===== src/rtl/wb_stream_burst_writer_if.sv =====
// Wishbone B3 master-write bus bundle used by wb_stream_burst_writer.
//
// Signals:
//   wbm_adr_o  WB_AW     beat address
//   wbm_dat_o  WB_DW     write data
//   wbm_sel_o  WB_DW/8   byte selects
//   wbm_we_o, wbm_cyc_o, wbm_stb_o   cycle qualifiers
//   wbm_cti_o  3         cycle type identifier
//   wbm_bte_o  2         burst type extension
//   wbm_dat_i  WB_DW     read data (a write-only master ignores it)
//   wbm_ack_i, wbm_err_i, wbm_rty_i  slave responses
//
// Modports: master (the burst writer), slave (the bus target / bench).
interface wb_stream_burst_writer_if #(
  parameter int WB_AW = 32,
  parameter int WB_DW = 32
) ();

  logic [WB_AW-1:0]   wbm_adr_o;
  logic [WB_DW-1:0]   wbm_dat_o;
  logic [WB_DW/8-1:0] wbm_sel_o;
  logic               wbm_we_o;
  logic               wbm_cyc_o;
  logic               wbm_stb_o;
  logic [2:0]         wbm_cti_o;
  logic [1:0]         wbm_bte_o;
  logic [WB_DW-1:0]   wbm_dat_i;
  logic               wbm_ack_i;
  logic               wbm_err_i;
  logic               wbm_rty_i;

  modport master (
    output wbm_adr_o, wbm_dat_o, wbm_sel_o, wbm_we_o, wbm_cyc_o, wbm_stb_o,
           wbm_cti_o, wbm_bte_o,
    input  wbm_dat_i, wbm_ack_i, wbm_err_i, wbm_rty_i
  );

  modport slave (
    input  wbm_adr_o, wbm_dat_o, wbm_sel_o, wbm_we_o, wbm_cyc_o, wbm_stb_o,
           wbm_cti_o, wbm_bte_o,
    output wbm_dat_i, wbm_ack_i, wbm_err_i, wbm_rty_i
  );

endinterface


===== src/rtl/wb_stream_burst_writer.sv =====
// Drains a first-word-fall-through FIFO into a circular memory buffer using
// Wishbone B3 incrementing write bursts.
//
// Ports:
//   wb_clk_i     system clock
//   wb_rst_n_i   asynchronous active-low reset
//   wbm          Wishbone master-write bus (wb_stream_burst_writer_if.master)
//   fifo_d       FIFO head word            fifo_rd   pop strobe (one per acked beat)
//   fifo_cnt     FIFO fill level in words
//   enable       start pulse (honoured only when idle)
//   stop         stop request (immediate when waiting, at burst end otherwise)
//   cont         continuous ring mode: keep going after the buffer wraps
//   timeout_cyc  cycles to wait before flushing a partial burst, 0 = never
//   start_adr    buffer base address
//   buf_size     buffer size in bytes (multiple of the word size)
//   burst_size   requested burst length in words
//   busy         transfer session in progress
//   tx_cnt       index of the next word to be written
//   irq          one-cycle pulse when the buffer wraps
//   err          sticky bus error flag, cleared by the next enable
module wb_stream_burst_writer #(
  parameter int WB_AW         = 32,
  parameter int WB_DW         = 32,
  parameter int FIFO_AW       = 4,
  parameter int MAX_BURST_LEN = 16,
  parameter int TO_W          = 16
) (
  input  logic                      wb_clk_i,
  input  logic                      wb_rst_n_i,
  wb_stream_burst_writer_if.master  wbm,
  input  logic [WB_DW-1:0]          fifo_d,
  output logic                      fifo_rd,
  input  logic [FIFO_AW:0]          fifo_cnt,
  input  logic                      enable,
  input  logic                      stop,
  input  logic                      cont,
  input  logic [TO_W-1:0]           timeout_cyc,
  input  logic [WB_AW-1:0]          start_adr,
  input  logic [WB_AW-1:0]          buf_size,
  input  logic [WB_AW-1:0]          burst_size,
  output logic                      busy,
  output logic [WB_AW-1:0]          tx_cnt,
  output logic                      irq,
  output logic                      err
);

  localparam int BPW       = WB_DW / 8;
  localparam int BPW_SHIFT = $clog2(BPW);

  typedef enum logic [1:0] {
    S_IDLE,
    S_WAIT,
    S_BURST
  } state_t;

  state_t state, state_nxt;

  logic [WB_AW-1:0] nw;
  logic [WB_AW-1:0] bl;
  logic [WB_AW-1:0] room;
  logic [WB_AW-1:0] want;
  logic [WB_AW-1:0] fifo_lvl;
  logic [WB_AW-1:0] len;
  logic [WB_AW-1:0] beat_cnt;
  logic [TO_W-1:0]  to_cnt;
  logic             stop_lat;

  logic active;
  logic last_beat;
  logic beat_ok;
  logic bus_err;
  logic wrap;
  logic start_full;
  logic to_count;
  logic start_flush;
  logic burst_end;
  logic finish;

  // Read data and retry carry no information for a write master: a retried
  // beat is simply left on the bus until it is acked or errored.
  logic unused_bus_inputs;
  assign unused_bus_inputs = ^{wbm.wbm_dat_i, wbm.wbm_rty_i};

  // Burst sizing: a burst never runs past the end of the ring buffer, so the
  // wrap (and irq) can only coincide with the last beat of a burst.
  always_comb begin
    nw = buf_size / WB_AW'(BPW);
    if (burst_size == '0)
      bl = WB_AW'(1);
    else if (burst_size > WB_AW'(MAX_BURST_LEN))
      bl = WB_AW'(MAX_BURST_LEN);
    else
      bl = burst_size;
    room     = nw - tx_cnt;
    want     = (bl < room) ? bl : room;
    fifo_lvl = WB_AW'(fifo_cnt);
  end

  assign active      = (state == S_BURST);
  assign last_beat   = (beat_cnt == len - WB_AW'(1));
  assign bus_err     = active & wbm.wbm_err_i;
  assign beat_ok     = active & wbm.wbm_ack_i & ~wbm.wbm_err_i;
  assign wrap        = (tx_cnt == nw - WB_AW'(1));
  assign start_full  = (fifo_lvl >= want);
  assign to_count    = (fifo_cnt != '0) && (fifo_lvl < want);
  // Fire on the cycle the counter would reach timeout_cyc, so the wait lasts
  // exactly timeout_cyc cycles of partial data.
  assign start_flush = to_count && (timeout_cyc != '0) &&
                       ((to_cnt + TO_W'(1)) == timeout_cyc);
  assign burst_end   = beat_ok & last_beat;
  // A stop arriving on the final beat counts the same as one latched earlier.
  assign finish      = (wrap & ~cont) | stop_lat | stop;

  assign fifo_rd = beat_ok;

  assign wbm.wbm_cyc_o = active;
  assign wbm.wbm_stb_o = active;
  assign wbm.wbm_we_o  = active;
  assign wbm.wbm_sel_o = '1;
  assign wbm.wbm_bte_o = 2'b00;
  assign wbm.wbm_dat_o = fifo_d;
  assign wbm.wbm_adr_o = start_adr + (tx_cnt << BPW_SHIFT);
  assign wbm.wbm_cti_o = !active  ? 3'b000 :
                         last_beat ? 3'b111 : 3'b010;

  always_ff @(posedge wb_clk_i or negedge wb_rst_n_i) begin
    if (!wb_rst_n_i)
      state <= S_IDLE;
    else
      state <= state_nxt;
  end

  always_comb begin
    state_nxt = state;
    case (state)
      S_IDLE: begin
        if (enable)
          state_nxt = S_WAIT;
      end
      S_WAIT: begin
        if (stop)
          state_nxt = S_IDLE;
        else if (start_full || start_flush)
          state_nxt = S_BURST;
      end
      S_BURST: begin
        if (bus_err)
          state_nxt = S_IDLE;
        else if (burst_end)
          state_nxt = finish ? S_IDLE : S_WAIT;
      end
      default: state_nxt = S_IDLE;
    endcase
  end

  // Session bookkeeping: counters, burst length latch, stop latch and flags.
  always_ff @(posedge wb_clk_i or negedge wb_rst_n_i) begin
    if (!wb_rst_n_i) begin
      busy     <= 1'b0;
      tx_cnt   <= '0;
      irq      <= 1'b0;
      err      <= 1'b0;
      len      <= '0;
      beat_cnt <= '0;
      to_cnt   <= '0;
      stop_lat <= 1'b0;
    end else begin
      irq <= 1'b0;
      case (state)
        S_IDLE: begin
          if (enable) begin
            busy     <= 1'b1;
            tx_cnt   <= '0;
            err      <= 1'b0;
            to_cnt   <= '0;
            stop_lat <= 1'b0;
          end
        end
        S_WAIT: begin
          if (stop) begin
            busy   <= 1'b0;
            to_cnt <= '0;
          end else if (start_full) begin
            len      <= want;
            beat_cnt <= '0;
            to_cnt   <= '0;
          end else if (start_flush) begin
            len      <= fifo_lvl;
            beat_cnt <= '0;
            to_cnt   <= '0;
          end else if (to_count) begin
            to_cnt <= to_cnt + TO_W'(1);
          end else begin
            to_cnt <= '0;
          end
        end
        S_BURST: begin
          if (bus_err) begin
            err      <= 1'b1;
            busy     <= 1'b0;
            stop_lat <= 1'b0;
          end else begin
            if (stop)
              stop_lat <= 1'b1;
            if (beat_ok) begin
              tx_cnt   <= wrap ? '0 : tx_cnt + WB_AW'(1);
              irq      <= wrap;
              beat_cnt <= beat_cnt + WB_AW'(1);
              if (last_beat) begin
                stop_lat <= 1'b0;
                if (finish)
                  busy <= 1'b0;
              end
            end
          end
        end
        default: ;
      endcase
    end
  end

endmodule


===== src/flat_wrapper.sv =====
// flat-port wrapper written by rule: the top's interface ports become plain ports
module wb_stream_burst_writer_flat 
#(
  parameter int WB_AW         = 32,
  parameter int WB_DW         = 32,
  parameter int FIFO_AW       = 4,
  parameter int MAX_BURST_LEN = 16,
  parameter int TO_W          = 16
)
  (wb_clk_i, wb_rst_n_i, fifo_d, fifo_rd, fifo_cnt, enable, stop, cont, timeout_cyc, start_adr, buf_size, burst_size, busy, tx_cnt, irq, err, wbm_wbm_adr_o, wbm_wbm_dat_o, wbm_wbm_sel_o, wbm_wbm_we_o, wbm_wbm_cyc_o, wbm_wbm_stb_o, wbm_wbm_cti_o, wbm_wbm_bte_o, wbm_wbm_dat_i, wbm_wbm_ack_i, wbm_wbm_err_i, wbm_wbm_rty_i);
  wb_stream_burst_writer_if #(.WB_AW(WB_AW), .WB_DW(WB_DW)) wbm_i ();
  input  logic wb_clk_i;
  input  logic wb_rst_n_i;
  input  logic [WB_DW-1:0] fifo_d;
  output logic fifo_rd;
  input  logic [FIFO_AW:0] fifo_cnt;
  input  logic enable;
  input  logic stop;
  input  logic cont;
  input  logic [TO_W-1:0] timeout_cyc;
  input  logic [WB_AW-1:0] start_adr;
  input  logic [WB_AW-1:0] buf_size;
  input  logic [WB_AW-1:0] burst_size;
  output logic busy;
  output logic [WB_AW-1:0] tx_cnt;
  output logic irq;
  output logic err;
  output wire logic [$bits(wbm_i.wbm_adr_o)-1:0] wbm_wbm_adr_o;
  output wire logic [$bits(wbm_i.wbm_dat_o)-1:0] wbm_wbm_dat_o;
  output wire logic [$bits(wbm_i.wbm_sel_o)-1:0] wbm_wbm_sel_o;
  output wire logic [$bits(wbm_i.wbm_we_o)-1:0] wbm_wbm_we_o;
  output wire logic [$bits(wbm_i.wbm_cyc_o)-1:0] wbm_wbm_cyc_o;
  output wire logic [$bits(wbm_i.wbm_stb_o)-1:0] wbm_wbm_stb_o;
  output wire logic [$bits(wbm_i.wbm_cti_o)-1:0] wbm_wbm_cti_o;
  output wire logic [$bits(wbm_i.wbm_bte_o)-1:0] wbm_wbm_bte_o;
  input wire logic [$bits(wbm_i.wbm_dat_i)-1:0] wbm_wbm_dat_i;
  input wire logic [$bits(wbm_i.wbm_ack_i)-1:0] wbm_wbm_ack_i;
  input wire logic [$bits(wbm_i.wbm_err_i)-1:0] wbm_wbm_err_i;
  input wire logic [$bits(wbm_i.wbm_rty_i)-1:0] wbm_wbm_rty_i;
  assign wbm_wbm_adr_o = wbm_i.wbm_adr_o;
  assign wbm_wbm_dat_o = wbm_i.wbm_dat_o;
  assign wbm_wbm_sel_o = wbm_i.wbm_sel_o;
  assign wbm_wbm_we_o = wbm_i.wbm_we_o;
  assign wbm_wbm_cyc_o = wbm_i.wbm_cyc_o;
  assign wbm_wbm_stb_o = wbm_i.wbm_stb_o;
  assign wbm_wbm_cti_o = wbm_i.wbm_cti_o;
  assign wbm_wbm_bte_o = wbm_i.wbm_bte_o;
  assign wbm_i.wbm_dat_i = wbm_wbm_dat_i;
  assign wbm_i.wbm_ack_i = wbm_wbm_ack_i;
  assign wbm_i.wbm_err_i = wbm_wbm_err_i;
  assign wbm_i.wbm_rty_i = wbm_wbm_rty_i;
  wb_stream_burst_writer #(.WB_AW(WB_AW), .WB_DW(WB_DW), .FIFO_AW(FIFO_AW), .MAX_BURST_LEN(MAX_BURST_LEN), .TO_W(TO_W)) u_core (.wb_clk_i(wb_clk_i), .wb_rst_n_i(wb_rst_n_i), .wbm(wbm_i), .fifo_d(fifo_d), .fifo_rd(fifo_rd), .fifo_cnt(fifo_cnt), .enable(enable), .stop(stop), .cont(cont), .timeout_cyc(timeout_cyc), .start_adr(start_adr), .buf_size(buf_size), .burst_size(burst_size), .busy(busy), .tx_cnt(tx_cnt), .irq(irq), .err(err));
endmodule

===== config.mk =====
export PLATFORM = sky130hd
export DESIGN_NAME = wb_stream_burst_writer_flat
export DESIGN_NICKNAME = d
export VERILOG_FILES = /design/src/rtl/wb_stream_burst_writer_if.sv /design/src/rtl/wb_stream_burst_writer.sv /design/src/flat_wrapper.sv
export SDC_FILE = /design/constraint.sdc
export NUM_CORES = 1
export LEC_CHECK = 0
export ABC_CLOCK_PERIOD_IN_PS = 8200
export BUFFER_PORTS_ARGS = -buffer_cell sky130_fd_sc_hd__buf_4
export CORE_AREA = 4 4 184 150
export DETAILED_ROUTE_END_ITERATION = 8
export DIE_AREA = 0 0 188 154
export GPL_ROUTABILITY_DRIVEN = 0
export PLACE_DENSITY = 0.8
export SYNTH_ARGS = -nofsm -noshare
export SYNTH_HDL_FRONTEND = slang
export SYNTH_SLANG_ARGS = --single-unit

===== constraint.sdc =====
create_clock -name wb_clk_i -period 8.2 [get_ports wb_clk_i]
set_input_delay 1.64 -clock wb_clk_i [delete_from_list [all_inputs] [get_ports wb_clk_i]]
set_output_delay 1.64 -clock wb_clk_i [all_outputs]
set_load 0.005 [all_outputs]

Word-level counts from Yosys, hierarchy flattened
Cells that the tools add are included.
{"block": "op_classes", "n_bitwise": 10, "n_reduce_logical": 21, "eq_ne": 17, "addsub": 7, "mux": 49, "magnitude_cmp": 4}
{"op": "2-to-1 mux 32 bit", "n": 14}
{"op": "case mux 32 bit (2 select lines)", "n": 2}
{"op": "2-to-1 mux 16 bit", "n": 5}
{"op": "adder 32 x 1 -> 32 bit (second input constant)", "n": 2}
{"op": "equality test 32 bit", "n": 2}
{"op": "adder 32 bit", "n": 1}
{"op": "greater-or-equal comparator 5 x 32 -> 1 bit", "n": 1}
{"op": "greater-than comparator 32 x 5 -> 1 bit (second input constant)", "n": 1}
{"op": "zero test 32 bit", "n": 1}
{"op": "less-than comparator 32 bit", "n": 1}
{"op": "less-than comparator 5 x 32 -> 1 bit", "n": 1}
{"op": "case mux 16 bit (2 select lines)", "n": 1}
{"op": "subtractor 30 x 32 -> 32 bit", "n": 1}
{"op": "subtractor 32 x 1 -> 32 bit (second input constant)", "n": 1}
{"op": "subtractor 30 x 1 -> 31 bit (second input constant)", "n": 1}
{"op": "adder 16 x 1 -> 16 bit (second input constant)", "n": 1}
{"op": "equality test 16 bit", "n": 1}
{"op": "2-to-1 mux 1 bit", "n": 16}
{"op": "nonzero test 16 bit", "n": 1}
{"op": "inequality test 2 bit (second input constant)", "n": 6}
{"op": "inequality test 3 bit (second input constant)", "n": 4}
{"op": "2-to-1 mux 2 bit", "n": 5}
{"op": "AND reduction 3 bit", "n": 3}
{"op": "nonzero test 2 bit", "n": 4}
{"op": "other kinds (20)", "n": 32}
{"block": "word_totals", "word_cells": 117, "reg_bits": 118}

Depth between registers and ports, before layout
Gate-level depths: netlist (run 1).
{"block": "depth", "ltp_word": 13, "ltp_mapped": 33}

Worst setup path after synthesis (run 1)
OpenSTA, ideal clock, no wires.
{"block": "synth_path", "path_type": "input port to flip-flop", "from": "in buf_size[2]", "to": "reg u_core.beat_cnt[0]", "arrival_ns": 8.494, "stages": 32, "path_buffers": 2, "path_slack_ns": -0.421, "path_cell_list": "inv_1 ha_1 fa_1 nor2b_1 o31ai_2 a211oi_1 a21oi_1 o21ai_0 a31o_2 xor2_1 inv_1 ha_1 nand4_1 nor3_1 nand3_1 a2111oi_0 nor4_1 mux2i_1 ha_1 nand2b_1 a21o_1 a21oi_1 o21ai_0 o211a_1 nand4_1 or4_4 nor4_4 a21oi_2 or3_1 buf_2 buf_6 mux2_1"}
{"block": "synth_between", "elab_chain_len": 9}
{"item": "start: declaration", "line_no": "flat_wrapper.sv:22", "rtl": "input logic [WB_AW-1:0] buf_size;"}
{"item": "subtractor 30 x 32 -> 32 bit *", "line_no": "wb_stream_burst_writer.sv:94", "rtl": "room = nw - tx_cnt;"}
{"item": "less-than comparator 32 bit", "line_no": "wb_stream_burst_writer.sv:95", "rtl": "want = (bl < room) ? bl : room;"}
{"item": "2-to-1 mux 32 bit *", "line_no": "wb_stream_burst_writer.sv:95"}
{"item": "less-than comparator 5 x 32 -> 1 bit", "line_no": "wb_stream_burst_writer.sv:105", "rtl": "assign to_count = (fifo_cnt != '0) && (fifo_lvl < want);"}
{"item": "logical AND 1 bit", "line_no": "wb_stream_burst_writer.sv:105"}
{"item": "logical AND 1 bit (2 in series)", "line_no": "wb_stream_burst_writer.sv:108", "rtl": "assign start_flush = to_count && (timeout_cyc != '0) &&"}
{"item": "inequality test 3 x 1 -> 1 bit (no source line)"}
{"item": "AND reduction 5 bit (no source line)"}
{"item": "end signal: assignment", "line_no": "wb_stream_burst_writer.sv:208", "rtl": "beat_cnt <= beat_cnt + WB_AW'(1);"}
{"item": "end: declaration", "line_no": "wb_stream_burst_writer.sv:64", "rtl": "logic [WB_AW-1:0] beat_cnt;"}
Every way passes the cells marked *; elsewhere a longest branch is shown, timed or not. The select of a mux whose other input is x is not followed.
A chain may end at the register's enable or synchronous reset.

Worst setup path in the final report (run 1)
{"block": "layout_path", "from": "in buf_size[2]", "to": "reg u_core.state[0]"}
{"block": "layout_between", "elab_chain_len": 10}
{"item": "subtractor 30 x 32 -> 32 bit", "line_no": "wb_stream_burst_writer.sv:94"}
{"item": "less-than comparator 32 bit", "line_no": "wb_stream_burst_writer.sv:95"}
{"item": "2-to-1 mux 32 bit", "line_no": "wb_stream_burst_writer.sv:95"}
{"item": "less-than comparator 5 x 32 -> 1 bit", "line_no": "wb_stream_burst_writer.sv:105"}
{"item": "logical AND 1 bit", "line_no": "wb_stream_burst_writer.sv:105"}
{"item": "logical AND 1 bit (2 in series)", "line_no": "wb_stream_burst_writer.sv:108"}
{"item": "logical OR 1 bit", "line_no": "wb_stream_burst_writer.sv:143", "rtl": "else if (start_full || start_flush)"}
{"item": "inequality test 3 x 2 -> 1 bit (no source line)"}
{"item": "AND reduction 3 bit (no source line)"}
{"item": "end signal: assignment", "line_no": "wb_stream_burst_writer.sv:130", "rtl": "state <= state_nxt;"}
{"item": "end: declaration", "line_no": "wb_stream_burst_writer.sv:56", "rtl": "state_t state, state_nxt;"}
Parallel ways exist; a longest one is shown, timed or not. The select of a mux whose other input is x is not followed.

==> impl_metrics.env, run 1 <==
export IMPL_cpMaxStageDelayCell="or4_4"
export IMPL_drc_errors=0
export IMPL_crit_path_start="buf_size[2]"
export IMPL_p_per_area_nw_per_um2=154
export IMPL_r2r_setup_slack_ns=1.05
export IMPL_root_buffer="clkbuf_16"
export IMPL_crit_type="input port to flop"
export IMPL_worst_path_most_repeated_cell="buf_4"
export IMPL_start_util=0.542
export IMPL_path_clk_slew_ns=0.06
export IMPL_slew_headroom=0.213
export IMPL_slowest_delay_ns=0.58
export IMPL_p_leak_uw=0.00760
export IMPL_vias_per_cell=6.20
export IMPL_setup_ws_ns=0.318
export IMPL_internal_power_uw=1570
export IMPL_cts_tree="built"
export IMPL_grt_max_degree=73
export IMPL_hold_class="flop to flop"
export IMPL_overflow=0
export IMPL_cts_buffers=17
export IMPL_ios=301
export IMPL_cp_data_arrival_time_ns=8.20
export IMPL_yosys_warnings=0
export IMPL_cts_htree_levels=4
export IMPL_peakVddDrop_mv=0.197
export IMPL_clock_fmax_mhz=127
export IMPL_rr_startpoint="u_core.tx_cnt[2]$_DFFE_PN0P_"
export IMPL_track_usage=0.285
export IMPL_min_path_cells=1
export IMPL_r2r_end="u_core.state[0]$_DFFE_PN0P_"
export IMPL_die_w_um=188
export IMPL_place_inst=2442
export IMPL_clockBufferDepth=2
export IMPL_die_h_um=154
export IMPL_grt_pass1_wl_mm=70.2
export IMPL_nets=2400
export IMPL_dp_hpwl_mm=32.6
export IMPL_drtAntennaViolNets=0
export IMPL_synth_edf_count=0
export IMPL_clk_latency_ns=0.45
export IMPL_switching_share=0.412
export IMPL_worstPathRequired_ns=8.52
export IMPL_die_area_um2=29000
export IMPL_seq_area_frac_synth=0.210
export IMPL_power_frac_clock=0.309
export IMPL_status="finished clean"
export IMPL_drt_iter0_markers=1508
export IMPL_rsz0062_at_grt="no"
export IMPL_netlist_instances=1834
export IMPL_antennaDiodeCount=0
export IMPL_drt_pass1_iterations=6
export IMPL_hold_violations=0
export IMPL_crit_fanout=4
export IMPL_power_switching_uw=1100
export IMPL_ctsHoldBuffers=0
export IMPL_pre_cts_ws_ns=-0.676
export IMPL_layout_drive_gt1_share=0.205
export IMPL_setup_violations=0
export IMPL_ys_seq_elements=118
export IMPL_fp_row_count=53
export IMPL_reg2reg_depth=31
export IMPL_port_buffers=191
export IMPL_cts_sinks=118
export IMPL_synthArstFlopShare=1.00
export IMPL_startpoint_type="input port"
export IMPL_synthFlopType="dfrtp_1"
export IMPL_antenna_found_initial=0
export IMPL_fin_skew_ns=0.0136
export IMPL_crit_end="u_core.state[0]$_DFFE_PN0P_"
export IMPL_syn2layout_area_growth_pct=23.4
export IMPL_slew_viol_final=0
export IMPL_wire_per_inst_um=17.1
export IMPL_synth_area_per_cell_um2=7.66
export IMPL_fin_crit_ns=7.88
export IMPL_final_cells=2476
export IMPL_netlist_area_um2=14100
export IMPL_grt_pass1_vias=14300
export IMPL_totalWireLength_mm=42.4
export IMPL_num_vias=15300
export IMPL_critPathCaptureType="flop"
export IMPL_design_power_total_uw=2680
export IMPL_timing_final_crit_share=0.961
export IMPL_fp_coreArea_um2=25900
export IMPL_drv_cap=0
export IMPL_combPwrFrac=0.419
export IMPL_p_seq_frac=0.272
export IMPL_synthDistinctLibCells=88
export IMPL_worst_pin_slew_ns=1.15
==> synth_stat cells (7+ instances only) <==
cell type | n | area [um2]
a2111oi_0 | 9 | 78.8
a211o_1 | 9 | 78.8
a211oi_1 | 17 | 128
a21boi_0 | 8 | 60.1
a21o_1 | 30 | 225
a21oi_1 | 91 | 455
a31oi_1 | 21 | 131
and2_1 | 13 | 81.3
and3_1 | 32 | 200
buf_2 | 12 | 60.1
buf_4 | 44 | 330
clkbuf_1 | 68 | 255
dfrtp_1 | 118 | 2950
ha_1 | 103 | 1290
inv_1 | 90 | 338
mux2i_1 | 20 | 200
nand2_1 | 138 | 518
nand2b_1 | 43 | 269
nand3_1 | 104 | 521
nand3b_1 | 12 | 90.1
nand4_1 | 39 | 244
nor2_1 | 106 | 398
nor2b_1 | 54 | 338
nor3_1 | 60 | 300
nor3b_1 | 7 | 52.6
nor4_1 | 37 | 231
o211ai_1 | 28 | 210
o21a_1 | 12 | 90.1
o21ai_0 | 118 | 591
o311ai_1 | 20 | 175
o31ai_1 | 46 | 345
or3_1 | 27 | 169
or4_1 | 10 | 75.1
xnor2_1 | 101 | 885
xor2_1 | 49 | 429
==> logic make-up after synthesis <==
| kind of cell | Yosys count | synth area share |
|---|---|---|
| other | 2 | 0.000534 |
| AND/OR/NAND/NOR | 726 | 0.279 |
| multiplexers | 27 | 0.0199 |
| flip-flops | 118 | 0.210 |
| adder cells (fa/ha/maj) | 105 | 0.0946 |
| XOR/XNOR | 150 | 0.0935 |
| AO/OA/AOI/OAI | 486 | 0.230 |
| buffers and inverters | 220 | 0.0727 |
==> cell type report <==
type / count / area, um2
multi-input combinational: 1527 / 10300
fill: 2143 / 8590
sequential: 118 / 2950
timing repair buffer: 351 / 2660
tap: 357 / 447
clock buffer: 17 / 425
inverter: 91 / 342
clock inverter: 15 / 206
==> worst max-delay path, delay by kind of cell <==
| family | cells | cell delay (ns) |
|---|---|---|
| adders and majority gates | 4 | 0.83 |
| and+or+nand+nor | 12 | 2.46 |
| AOI/OAI and AO/OA | 10 | 1.94 |
| muxes | 2 | 0.62 |
| buffers and inverters | 5 | 0.70 |
==> how the worst min path moves through the flow <==
stage                                start                     endpoint
6_report       u_core.stop_lat$_DFFE_PN0P_  u_core.stop_lat$_DFFE_PN0P_
5_1_grt        u_core.stop_lat$_DFFE_PN0P_  u_core.stop_lat$_DFFE_PN0P_
4_1_cts        u_core.stop_lat$_DFFE_PN0P_  u_core.stop_lat$_DFFE_PN0P_
3_5_place_dp   u_core.stop_lat$_DFFE_PN0P_  u_core.stop_lat$_DFFE_PN0P_
3_3_place_gp   u_core.stop_lat$_DFFE_PN0P_  u_core.stop_lat$_DFFE_PN0P_
2_1_floorplan  u_core.stop_lat$_DFFE_PN0P_  u_core.stop_lat$_DFFE_PN0P_
==> through the flow <==
stage	hold slack, ns	util	setup TNS, ns	cell area (um2)
floorplan	0.466	-	0	14200
global placement	0.479	0.640	-13.69	16600
detailed placement	0.489	0.640	-29.51	16600
CTS	0.503	0.666	0	17300
global route	0.554	0.669	0	17300
finish	0.501	0.669	0	17300
==> timing repair <==
action,in CTS,in global routing
setup endpoints to repair,45,58
buffers inserted,2,0
pin swaps,2,4
gates resized for setup,4,17
==> sequential cells by signal, indices dropped and copies added, names as in the netlist <==
signal and count:
u_core.beat_cnt 32, u_core.busy 1, u_core.len 32, u_core.state 2, u_core.err 1, u_core.tx_cnt 32
u_core.stop_lat 1, u_core.irq 1, u_core.to_cnt 16
==> per-layer routing <==
| metal | wire length, um | global-route usage |
|---|---|---|
| met4 | 924 | 0.0891 |
| met2 | 18500 | 0.437 |
| met5 | 0 | 0 |
| met1 | 19000 | 0.406 |
| met3 | 4010 | 0.0549 |
==> cell usage in the layout, fill, tap and decap left out, drive strengths merged, types with 8 or more instances in the layout <==
master   instances
a31oi           21
o21ai          124
clkbuf          17
ha             103
nor4            41
nand2b          43
a21o            30
o31ai           47
o21a            12
nor3b            8
inv             99
and3            32
a211o            9
dfrtp          118
nand2          138
or3             27
buf            351
or4             11
nor3            62
a2111oi          9
nor2           106
xnor2          101
a21boi           8
nand3          105
o311ai          22
nor2b           54
mux2i           20
xor2            49
a211oi          17
conb            33
a21oi           93
nand4           39
o211ai          28
nand3b          12
and2            13
==> power groups by stage <==
stage	clock (uW)	combinational (uW)	sequential (uW)
after floorplan	0	724	695
after global placement	0	1030	728
final	828	1120	728
after detailed placement	0	1070	732
after CTS	836	1080	723
after global routing	862	1220	737
Note: power is estimated with default switching activity, not from simulation.
==> inputs of run 2 (changes only) <==
--- a/config.mk
+++ b/config.mk
@@ -7,11 +7,10 @@
 export LEC_CHECK = 0
 export ABC_CLOCK_PERIOD_IN_PS = 8200
 export BUFFER_PORTS_ARGS = -buffer_cell sky130_fd_sc_hd__buf_4
-export CORE_AREA = 4 4 184 150
+export CORE_AREA = 4 4 215 175
 export DETAILED_ROUTE_END_ITERATION = 8
-export DIE_AREA = 0 0 188 154
+export DIE_AREA = 0 0 219 179
 export GPL_ROUTABILITY_DRIVEN = 0
-export PLACE_DENSITY = 0.8
 export SYNTH_ARGS = -nofsm -noshare
 export SYNTH_HDL_FRONTEND = slang
 export SYNTH_SLANG_ARGS = --single-unit
==> run 2 against run 1 <==
Effect of this change:
- hold slack gained 0.00054 ns
- die area grew 35%
- largest power group unchanged
- first-iteration DRC count shrank 26%
==> impl_metrics.env, run 2 (synthesis gave the netlist of run 1 again) <==
export IMPL_cts_htree_levels=4
export IMPL_antenna_found_initial=0
export IMPL_critPathCaptureType="flop"
export IMPL_slowest_delay_ns=0.49
export IMPL_r2r_setup_slack_ns=1.03
export IMPL_vias_per_cell=5.69
export IMPL_syn2layout_area_growth_pct=26.1
export IMPL_p_leak_uw=0.00769
export IMPL_peakVddDrop_mv=0.152
export IMPL_worst_pin_slew_ns=1.24
export IMPL_final_common_cell="buf_4"
export IMPL_hold_violations=0
export IMPL_cpMaxStageDelayCell="or4_4"
export IMPL_antennaDiodeCount=0
export IMPL_drt_iter0_markers=1117
export IMPL_worstPathRequired_ns=8.52
export IMPL_reg2reg_depth=34
export IMPL_path_clk_slew_ns=0.06
export IMPL_die_h_um=179
export IMPL_worst_hold_startpoint="u_core.stop_lat$_DFFE_PN0P_"
export IMPL_num_vias=14900
export IMPL_cts_sinks=118
export IMPL_wire_per_inst_um=17.3
export IMPL_root_buffer="clkbuf_16"
export IMPL_layout_drive_gt1_share=0.217
export IMPL_cp_num_buf_inv=9
export IMPL_cp_data_arrival_time_ns=8.24
export IMPL_track_usage=0.227
export IMPL_fp_coreArea_um2=35500
export IMPL_timing_final_crit_share=0.965
export IMPL_slew_headroom=0.169
export IMPL_cp_top_family="simple AND/OR/NAND/NOR gates"
export IMPL_crit_type="input port to flop"
export IMPL_clockBufferDepth=2
export IMPL_port_buffers=191
export IMPL_totalWireLength_mm=45.2
export IMPL_startpoint_type="input port"
export IMPL_drc_errors=0
export IMPL_ctsHoldBuffers=0
export IMPL_fin_crit_ns=7.91
export IMPL_hold_path_endpoint="u_core.stop_lat$_DFFE_PN0P_"
export IMPL_clk_latency_ns=0.45
export IMPL_ios=301
export IMPL_drtAntennaViolNets=0
export IMPL_crit_fanout=7
export IMPL_die_w_um=219
export IMPL_die_area_um2=39200
export IMPL_cts_buffers=17
export IMPL_rr_startpoint="u_core.tx_cnt[14]$_DFFE_PN0P_"
export IMPL_grt_max_degree=73
export IMPL_r2r_end="u_core.beat_cnt[0]$_DFFE_PN0P_"
export IMPL_most_common_layout_cells="buf_4 (366), nand2_1 (138), dfrtp_1 (118)"
export IMPL_post_route_util=0.499
export IMPL_drv_cap=0
export IMPL_top_regs="u_core.beat_cnt (32), u_core.len (32), u_core.tx_cnt (32)"
export IMPL_crit_path_start="buf_size[2]"
export IMPL_setup_violations=0
export IMPL_dp_hpwl_mm=35.0
export IMPL_design_power_total_uw=2650
export IMPL_start_util=0.396
export IMPL_grt_pass1_vias=13900
export IMPL_fillers=3529
export IMPL_min_path_cells=1
export IMPL_grt_pass1_wl_mm=72.8
export IMPL_clock_fmax_mhz=126
export IMPL_fin_skew_ns=0.0177
export IMPL_drt_pass1_iterations=7
export IMPL_slew_viol_final=0
export IMPL_fp_row_count=62
export IMPL_cts_tree="built"
export IMPL_nets=2420
export IMPL_overflow=0
export IMPL_worst_path_most_repeated_cell="buf_4"
export IMPL_hold_class="flop to flop"
export IMPL_p_per_area_nw_per_um2=149
export IMPL_status="finished clean"
==> run 2: cell count changes in the layout (fill, tap and decap cells not counted), sizes merged <==
cell,change
buf,+20
bufinv,-1
clkbuf,+2
clkinvlp,+4
inv,-7
==> run 2: per-stage QoR <==
stage / cells / cell area (um2) / hold slack [ns] / setup TNS [ns] / setup slack, ns
finish: 2617 / 17700 / 0.502 / 0 / 0.285
global route: 2617 / 17700 / 0.532 / -0.270 / -0.0329
CTS: 2614 / 17500 / 0.502 / 0 / 0.0729
detailed placement: 2584 / 16900 / 0.489 / -33.65 / -0.682
global placement: 2584 / 16900 / 0.476 / -22.19 / -0.478
floorplan: 1865 / 14200 / 0.466 / 0 / 0.0282
==> run 2: how the worst max path moves through the flow <==
stage,to,cells after the start
global route,u_core.beat_cnt[0]$_DFFE_PN0P_,37
detailed placement,u_core.beat_cnt[14]$_DFFE_PN0P_,34
finish,u_core.beat_cnt[0]$_DFFE_PN0P_,37
CTS,u_core.beat_cnt[0]$_DFFE_PN0P_,36
floorplan,u_core.beat_cnt[0]$_DFFE_PN0P_,32
global placement,u_core.state[0]$_DFFE_PN0P_,33
==> run 2: layout make-up <==
type | instances | area, um2 | area share
well taps | 480 | 601 | 0.0339
repair buffers | 371 | 2840 | 0.160
clock inverters | 11 | 125 | 0.00706
inverters | 91 | 342 | 0.0193
multi-input cells | 1527 | 10400 | 0.587
flip-flops and latches | 118 | 2950 | 0.167
clock buffers | 19 | 453 | 0.0256
==> run 2: layer usage <==
layer,part of all wire,wire length (um),track usage,vias to the layer above
met4,0.013,577,0.0516,0
met3,0.068,3050,0.0471,32
met5,0,0,0,-
li1,-,-,-,7295
met1,0.49,22100,0.336,7125
met2,0.43,19400,0.339,430
==> run 2: where the power goes <==
| part | switching [uW] | internal (uW) |
|---|---|---|
| sequential | 88.9 | 636 |
| combinational | 682 | 469 |
| clock | 312 | 460 |
==> run 2: repair_timing <==
| item | in CTS | in global routing |
|---|---|---|
| pin swaps | 2 | 17 |
| resized for setup | 9 | 32 |
| setup endpoints to repair | 47 | 81 |
| setup buffers | 0 | 4 |
==> inputs of run 3 (changes only) <==
--- a/config.mk
+++ b/config.mk
@@ -7,10 +7,11 @@
 export LEC_CHECK = 0
 export ABC_CLOCK_PERIOD_IN_PS = 8200
 export BUFFER_PORTS_ARGS = -buffer_cell sky130_fd_sc_hd__buf_4
-export CORE_AREA = 4 4 215 175
+export CORE_AREA = 2 2 213 173
 export DETAILED_ROUTE_END_ITERATION = 8
-export DIE_AREA = 0 0 219 179
+export DIE_AREA = 0 0 215 175
 export GPL_ROUTABILITY_DRIVEN = 0
+export SLEW_MARGIN = 20
 export SYNTH_ARGS = -nofsm -noshare
 export SYNTH_HDL_FRONTEND = slang
 export SYNTH_SLANG_ARGS = --single-unit
==> run 3 against run 2 <==
Effect of this change:
- via count increased by 0.52%
- critical path depth decreased by 1
- core utilization about the same
- register-to-register slack improved by 0.11 ns
- non-clock buffer count increased by 11
- first-iteration DRC count decreased by 1.8%
- routed wire length decreased by 0.81%
- fmax increased by 1.1%
- global-route usage increased by 1.0 points
- total power decreased by 1.9%
==> impl_metrics.env, run 3 (synthesis gave the netlist of run 1 again) <==
export IMPL_status="finished clean"
export IMPL_hold_class="flop to flop"
export IMPL_path_clk_slew_ns=0.06
export IMPL_slowest_delay_ns=0.59
export IMPL_worst_path_most_repeated_cell="buf_4"
export IMPL_drtAntennaViolNets=0
export IMPL_wire_per_inst_um=17.0
export IMPL_crit_type="input port to flop"
export IMPL_syn2layout_area_growth_pct=26.1
export IMPL_p_leak_uw=0.00772
export IMPL_cpMaxStageDelayCell="or4_4"
export IMPL_seq_area_um2=2950
export IMPL_dp_hpwl_mm=34.7
export IMPL_ios=301
export IMPL_grt_pass1_wl_mm=73.8
export IMPL_design_power_total_uw=2600
export IMPL_layout_drive_gt1_share=0.221
export IMPL_num_vias=15000
export IMPL_cts_buffers=17
export IMPL_grt_max_degree=73
export IMPL_clock_fmax_mhz=128
export IMPL_cts_htree_levels=4
export IMPL_timing_final_crit_share=0.954
export IMPL_worstPathRequired_ns=8.54
export IMPL_drc_errors=0
export IMPL_hold_violations=0
export IMPL_drv_cap=0
export IMPL_top_regs="u_core.beat_cnt (32), u_core.len (32), u_core.tx_cnt (32)"
export IMPL_die_h_um=175
export IMPL_slew_viol_final=0
export IMPL_final_common_cell="buf_4"
export IMPL_place_inst=2594
export IMPL_peakVddDrop_mv=0.200
export IMPL_multi_input_area_um2=10400
export IMPL_antennaDiodeCount=0
export IMPL_p_per_area_nw_per_um2=147
export IMPL_root_buffer="clkbuf_16"
export IMPL_crit_fanout=8
export IMPL_clockBufferDepth=2
export IMPL_vias_per_cell=5.69
export IMPL_drt_pass1_iterations=5
export IMPL_critPathCaptureType="flop"
export IMPL_worst_hold_startpoint="u_core.stop_lat$_DFFE_PN0P_"
export IMPL_fin_skew_ns=0.0111
export IMPL_final_cells=2630
export IMPL_cts_tree="built"
export IMPL_startpoint_type="input port"
export IMPL_nets=2431
export IMPL_fp_row_count=62
export IMPL_whs_ns=0.506
export IMPL_grt_pass1_vias=14300
export IMPL_antenna_found_initial=0
export IMPL_most_common_layout_cells="buf_4 (380), nand2_1 (137), dfrtp_1 (118)"
export IMPL_cts_sinks=118
export IMPL_start_util=0.396
export IMPL_setup_violations=0
export IMPL_clk_latency_ns=0.45
export IMPL_die_w_um=215
export IMPL_fin_crit_ns=7.83
export IMPL_rr_startpoint="u_core.tx_cnt[2]$_DFFE_PN0P_"
export IMPL_totalWireLength_mm=44.8
export IMPL_drt_iter0_markers=1097
export IMPL_cp_data_arrival_time_ns=8.17
export IMPL_crit_path_start="buf_size[2]"
export IMPL_worst_pin_slew_ns=0.927
export IMPL_fillers=3563
export IMPL_fp_coreArea_um2=35500
export IMPL_slew_headroom=0.382
export IMPL_post_route_util=0.499
export IMPL_die_area_um2=37600
export IMPL_port_buffers=191
export IMPL_overflow=0
export IMPL_track_usage=0.238
export IMPL_finalSetupTns_ns=0
## run 3: cell count changes in the layout (fill, tap and decap cells not counted), sizes merged
cell      before  now
buf          371  382
clkinv         3    6
clkinvlp       5    3
inv           92   94
bufinv         2    1
## run 3: path summary, 6_finish.rpt
check / to / slack [ns] / depth (start not counted)
hold / removal: u_core.stop_lat$_DFFE_PN0P_ / 0.51 / 1
setup reg to reg: u_core.beat_cnt[4]$_DFFE_PN0P_ / 1.14 / 34
hold reg to reg: u_core.stop_lat$_DFFE_PN0P_ / 0.51 / 1
setup / recovery: u_core.beat_cnt[4]$_DFFE_PN0P_ / 0.37 / 36
max in group asynchronous: u_core.tx_cnt[10]$_DFFE_PN0P_ / 5.56 / 2
min in group asynchronous: u_core.beat_cnt[31]$_DFFE_PN0P_ / 1.25 / 1
## run 3: report_power, final
group / internal, uW / switching (uW)
clock: 420 / 316
sequential: 636 / 88.9
combinational: 456 / 681
total: 1510 / 1090
## run 3: through the flow
stage,setup WS [ns],cell area (um2)
floorplan,0.0282,14200
global placement,-0.581,17000
detailed placement,-0.677,17000
CTS,0.00345,17500
global route,-0.0292,17700
finish,0.375,17700
## run 3: cell type report
cell class              count  share of cell area
inverters                  91              0.0193
flip-flops and latches    118               0.167
clock inverters            13             0.00699
well taps                 480              0.0339
clock buffers              19              0.0244
repair buffers            382               0.163
multi-input cells        1527               0.586
## run 3: what timing repair did
item,CTS,global route
setup buffers,1,3
setup endpoints to repair,48,82
pin swaps,2,14
resized for setup,7,30
hold buffers,0,0
## run 3: worst max-delay path: cells and delay by family
kind	cells	cell delay [ns]
and+or+nand+nor	12	2.53
AOI/OAI and AO/OA	11	1.71
buffers and inverters	8	1.18
adders and majority gates	4	0.85
muxes	1	0.23
## run 3: per-layer routing
metal  vias up  part of all wire  GRT usage
li1       7323                 -          -
met1      7131              0.49      0.353
met2       466              0.42      0.350
met3        39             0.070     0.0440
met4         0             0.017     0.0629
met5         -                 0          0
